File: src/rtl/baud_gen.sv
// baud_gen -- parametrised baud-rate generator for the UART datapath.
//
// Both divisor tables are built from CLK_HZ at elaboration. A registered
// copy of the baud select chooses the active entries, so there is no
// runtime divider.
//
// Parameters
//   CLK_HZ      system clock frequency in Hz
//   OVERSAMPLE  RX ticks per bit (power of 2, >= 4)
//   CNT_W       counter / divisor width
//
// Ports
//   clk         system clock, rising edge
//   reset       synchronous, active-high reset
//   baud_val    baud select code (0..11 = 300..921600 baud, 12..15 = 300)
//   enable      runs the counters; low holds them cleared
//   rx_restart  one-cycle realign of the RX oversample timebase
//   k           active TX divisor (clocks per bit)
//   tx_tick     one-cycle pulse per bit period
//   rx_tick     one-cycle pulse, OVERSAMPLE per bit period
//   rx_phase    number of rx_ticks already completed within the current bit
//   rx_mid      mid-bit strobe, coincident with an rx_tick
module baud_gen #(
    parameter int CLK_HZ     = 100_000_000,
    parameter int OVERSAMPLE = 16,
    parameter int CNT_W      = 19
) (
    input  logic                          clk,
    input  logic                          reset,
    input  logic [3:0]                    baud_val,
    input  logic                          enable,
    input  logic                          rx_restart,
    output logic [CNT_W-1:0]              k,
    output logic                          tx_tick,
    output logic                          rx_tick,
    output logic [$clog2(OVERSAMPLE)-1:0] rx_phase,
    output logic                          rx_mid
);

    localparam int PH_W = $clog2(OVERSAMPLE);
    localparam longint unsigned CNT_MAX = (64'd1 << CNT_W) - 64'd1;

    function automatic longint unsigned rate_of(input int code);
        case (code)
            1:       return 64'd1200;
            2:       return 64'd2400;
            3:       return 64'd4800;
            4:       return 64'd9600;
            5:       return 64'd19200;
            6:       return 64'd38400;
            7:       return 64'd57600;
            8:       return 64'd115200;
            9:       return 64'd230400;
            10:      return 64'd460800;
            11:      return 64'd921600;
            default: return 64'd300;
        endcase
    endfunction

    // Clocks per bit, rounded to nearest.
    function automatic longint unsigned tx_div(input int code);
        longint unsigned hz;
        longint unsigned r;
        hz = longint'(CLK_HZ);
        r  = rate_of(code);
        return (hz + r / 2) / r;
    endfunction

    // Clocks per oversample tick, rounded to nearest. The floor of 2 keeps
    // the wrap compare (count == kr-1) distinct from the cleared count.
    function automatic longint unsigned rx_div(input int code);
        longint unsigned hz;
        longint unsigned r;
        longint unsigned d;
        hz = longint'(CLK_HZ);
        r  = rate_of(code) * longint'(OVERSAMPLE);
        d  = (hz + r / 2) / r;
        if (d < 64'd2) begin
            d = 64'd2;
        end
        return d;
    endfunction

    // Code 0 (300 baud) always has the largest divisor.
    if (tx_div(0) > CNT_MAX) begin : g_bad_cnt_w
        $error("baud_gen: CNT_W too small for the 300 baud divisor");
    end

    if (OVERSAMPLE < 4 || (OVERSAMPLE & (OVERSAMPLE - 1)) != 0) begin : g_bad_oversample
        $error("baud_gen: OVERSAMPLE must be a power of 2 and at least 4");
    end

    logic [CNT_W-1:0] k_tab  [16];
    logic [CNT_W-1:0] kr_tab [16];

    for (genvar i = 0; i < 16; i++) begin : g_tab
        assign k_tab[i]  = CNT_W'(tx_div(i));
        assign kr_tab[i] = CNT_W'(rx_div(i));
    end

    logic [3:0]       baud_reg;
    logic             started;
    logic [CNT_W-1:0] kr;
    logic [CNT_W-1:0] tx_cnt;
    logic [CNT_W-1:0] rx_cnt;

    logic             tx_clear;
    logic             rx_clear;
    logic [CNT_W-1:0] tx_next;
    logic [CNT_W-1:0] rx_next;
    logic [PH_W-1:0]  phase_next;
    logic             tx_tick_next;
    logic             rx_tick_next;
    logic             rx_mid_next;

    assign k  = k_tab[baud_reg];
    assign kr = kr_tab[baud_reg];

    // Next-state for both timebases. 'started' is low on the first enabled
    // edge after a hold or reset, so that edge is itself a clearing edge and
    // the first tick lands exactly k cycles later. Pulses are registered from
    // the next count, which keeps every output free of input paths and lets a
    // clearing edge suppress the pulse it would otherwise have raised.
    always_comb begin
        tx_clear     = 1'b0;
        rx_clear     = 1'b0;
        tx_next      = '0;
        rx_next      = '0;
        phase_next   = '0;
        tx_tick_next = 1'b0;
        rx_tick_next = 1'b0;
        rx_mid_next  = 1'b0;

        tx_clear = !enable || !started || (baud_val != baud_reg);
        rx_clear = tx_clear || rx_restart;

        if (!tx_clear && tx_cnt != k - 1'b1) begin
            tx_next = tx_cnt + 1'b1;
        end

        if (!rx_clear) begin
            if (rx_cnt == kr - 1'b1) begin
                phase_next = rx_phase + 1'b1;
            end else begin
                rx_next    = rx_cnt + 1'b1;
                phase_next = rx_phase;
            end
        end

        tx_tick_next = !tx_clear && (tx_next == k - 1'b1);
        rx_tick_next = !rx_clear && (rx_next == kr - 1'b1);
        rx_mid_next  = rx_tick_next && (phase_next == PH_W'(OVERSAMPLE / 2 - 1));
    end

    // State register. baud_reg follows baud_val every cycle regardless of
    // enable so that k always reflects the selected rate.
    always_ff @(posedge clk) begin
        if (reset) begin
            baud_reg <= '0;
            started  <= 1'b0;
            tx_cnt   <= '0;
            rx_cnt   <= '0;
            rx_phase <= '0;
            tx_tick  <= 1'b0;
            rx_tick  <= 1'b0;
            rx_mid   <= 1'b0;
        end else begin
            baud_reg <= baud_val;
            started  <= enable;
            tx_cnt   <= tx_next;
            rx_cnt   <= rx_next;
            rx_phase <= phase_next;
            tx_tick  <= tx_tick_next;
            rx_tick  <= rx_tick_next;
            rx_mid   <= rx_mid_next;
        end
    end

endmodule

File: config.mk
export PLATFORM = sky130hd
export DESIGN_NAME = baud_gen
export DESIGN_NICKNAME = d
export VERILOG_FILES = /design/src/rtl/baud_gen.sv
export SDC_FILE = /design/constraint.sdc
export NUM_CORES = 1
export LEC_CHECK = 0
export CAP_MARGIN = 20
export CORE_MARGIN = 2
export CORE_UTILIZATION = 54
export DETAILED_ROUTE_END_ITERATION = 10
export MAX_ROUTING_LAYER = met4
export PLACE_DENSITY = 0.73
export SLEW_MARGIN = 20
export SYNTH_ARGS = -nofsm -noshare
export SYNTH_HDL_FRONTEND = slang
export SYNTH_SLANG_ARGS = --single-unit
File: constraint.sdc
create_clock -name clk -period 3.7 [get_ports clk]
set_clock_uncertainty 0.2 [all_clocks]
set_input_delay 0.74 -clock clk [delete_from_list [all_inputs] [get_ports clk]]
set_output_delay 0.74 -clock clk [all_outputs]
set_load 0.05 [all_outputs]
==> reports/metrics.cfg <==
[setup_path]
crit_path_cell_trace=inv_4 -> buf_4 -> ha_4 -> nand2_4 -> a21oi_4 -> inv_2 -> ha_4 -> xnor2_2 -> mux2i_1 -> o22ai_1 -> a22oi_2 -> nand2b_4 -> o41ai_4 -> buf_6 -> or3_1 -> a2111oi_2 -> and4_1
timing.rr.start=baud_reg[1]$_SDFF_PP0_
critPathTopFamily=compound AO/OA/AOI/OAI gates
worstPathArrival_ns=3.61
r2r_end=tx_tick$_SDFF_PP0_
crit_type=flop to flop
startpoint_type=flop
ff2ff_path_depth=17
critPathCaptureType=flop
cp_num_buf_inv=4
cpPeakStageDelay_ns=0.39
required_ns=3.76
critPathSlowestCell=dfxtp_4
ff2ff_setup_slack_ns=0.15
crit_path_frequent_cell=ha_4
worstPathMaxFanout=6

[logic_synthesis]
ys_ff_latch=50
synth-simple-area-share_pct=29.2
synth_cells=570
synth_fp_nets=590
yosysWarnings=0
yosys.area.top_type_share_pct=21.7
synth_most_common_cell=nor2_1
yosys-top-cells-count=nor2_1, dfxtp_1, xor2_1
muxShareOfSynthArea_pct=2.91
synthFlopType=dfxtp_1
synth_top_area_cell=dfxtp_1
synth_top_family_by_area=simple AND/OR/NAND/NOR gates
synthArstFlopShare_pct=0
netlist_area_um2=4600
yosysSeqAreaShare_pct=21.7
synth_adder_area_share_pct=3.26
synth_area_leaders=dfxtp_1, xor2_1, xnor2_1
synth_edf_count=0
synth-xor-area-share_pct=13.5
avgSynthCellArea_um2=8.08
synth_cell_types=95
synth-compound-area-share_pct=23.2

[floorplanning]
coreArea_um2=8260
die_h_um=96.3
num_rows=33
start_util_pct=55.8
die_x_um=96.3
io_pins=34
die-area_um2=9280

[cells_and_area]
seqCellArea_um2=1010
final_area_um2=5660
syn2layout_area_growth_pct=22.9
top_regs=rx_cnt (19), tx_cnt (19)
drive_gt1_share_pct=23.4
fillCellCount=709
n_antenna_cell=0
multi_input_area_um2=3440
layout.nets=660

[global_route]
grt_first_pass_wirelength_um=22600
grt-ovfl-total=0
antenna_found_initial=0
globalRouteTotalUtil_pct=32.6
grt_max_degree=38
grt_pass1_vias=4292

[sta]
fin_crit_sh_pct=96.0
setup_viol=0
hold_slack_ns=0.382
slew_violations=0
setup_slack_ns=0.146
min_period_ns=3.55
setup_tns_ns=0
hold_viol_final=0
relSlewSlack_pct=63.4
fmax_mhz=281
worstMarginPinSlew_ns=0.548
rsz0062_at_grt=yes

[detailed_routing]
drc_errors=0
vias_per_cell=6.21
wl_um=14300
antenna_left=0
vias=4632
drt-pass1-iter-count=5
routedWlPerCell_um=19.2
drt_iter0_drc=432

[clocking]
cts_buffers=5
htree_levels=2
hold_buffers=0
cts_buffer_depth=2
cts_tree=yes
clock_latency_ns=0.31
cts_sinks=50
root_buffer=clkbuf_8
clk_pin_slew_ns=0.09

[worst_hold_path]
min_path_cells=1
hold_path_end=tx_cnt[0]$_SDFF_PP0_
hp-class=flop to flop
hp-start=tx_cnt[0]$_SDFF_PP0_

[placement]
place_hpwl_um=11100
io_buffers=32
gp_congestion=1.04
placed_area_um2=5370
dp_slack_ns=-0.151

[power_and_ir_drop]
finalPower_mw=1.42
p_leak_nw=2.04
peakVddDrop_uv=131
pwr_density_cell_nw_per_um2=251

[outcome]
status=complete, no violations

[job]
maxCapViolCount=0

what timing repair did:
| action | in CTS | in global routing |
|---|---|---|
| endpoints found under the setup margin | 1 | 42 |
| setup buffers | 3 | 9 |
| resized for setup | 4 | 18 |
| pin swaps | 2 | 10 |
| cloned | 0 | 1 |
kinds of logic after synthesis:
kind of cell,Yosys count
and+or+nand+nor,235
AOI/OAI and AO/OA,129
xor gates and xnor gates,71
buffers and inverters,60
DFF,50
adders and majority gates,12
muxes,12
other,1
worst max path at each step:
stage	from	end	slack, ns	cells after the start
after global routing	baud_reg[1]$_SDFF_PP0_	tx_tick$_SDFF_PP0_	-0.03	17
after detailed placement	baud_reg[0]$_SDFF_PP0_	tx_tick$_SDFF_PP0_	-0.15	14
after global placement	baud_reg[0]$_SDFF_PP0_	tx_tick$_SDFF_PP0_	-0.1	14
final	baud_reg[1]$_SDFF_PP0_	tx_tick$_SDFF_PP0_	0.15	17
after CTS	baud_reg[2]$_SDFF_PP0_	tx_tick$_SDFF_PP0_	0.01	14
after floorplan	baud_reg[1]$_SDFF_PP0_	tx_tick$_SDFF_PP0_	0.01	17
report_power, final:
part,switching (mW),internal (mW)
registers,0.00644,0.540
logic,0.312,0.212
clock network,0.197,0.151
total,0.515,0.903
stage by stage:
| stage | instances | util [%] |
|---|---|---|
| 2_1_floorplan | 570 | - |
| 3_3_place_gp | 725 | 65.1 |
| 3_5_place_dp | 725 | 65.1 |
| 4_1_cts | 736 | 66.7 |
| 5_1_grt | 746 | 68.5 |
| 6_report | 746 | 68.5 |
metal layers:
| metal | wire, um | up-vias | GRT usage [%] | part of all wire (%) |
|---|---|---|---|---|
| li1 | - | 2206 | - | - |
| met1 | 6690 | 2171 | 46.1 | 47 |
| met3 | 1140 | 41 | 4.93 | 8.0 |
| met4 | 499 | 0 | 11.9 | 3.5 |
| met2 | 5990 | 214 | 46.8 | 42 |
| met5 | 0 | - | - | 0 |
layout make-up:
cell class	instances	share of cell area (%)
Timing Repair Buffer	92	15.3
Tap cell	105	2.32
Sequential cell	50	17.9
Inverter	31	2.10
Multi-Input combinational cell	460	60.7
Clock buffer	6	1.46
Clock inverter	2	0.221
layout by cell type (no fill, tap or decap), drive strengths merged, types with 4 or more instances in the layout:
cell	count
a2111oi	6
a211oi	8
a21boi	4
a21oi	29
a221oi	4
a22oi	4
and3	7
and4	7
buf	76
clkbuf	7
clkdlybuf4s50	15
dfxtp	50
ha	12
inv	31
mux2i	11
nand2	30
nand2b	8
nand3	21
nand4	12
nor2	65
nor2b	15
nor3	23
nor3b	6
nor4	7
o211ai	4
o21ai	16
o21bai	4
o22ai	12
or3	8
or3b	4
or4	4
xnor2	35
xor2	36
Note: power is estimated with default switching activity, not from simulation.
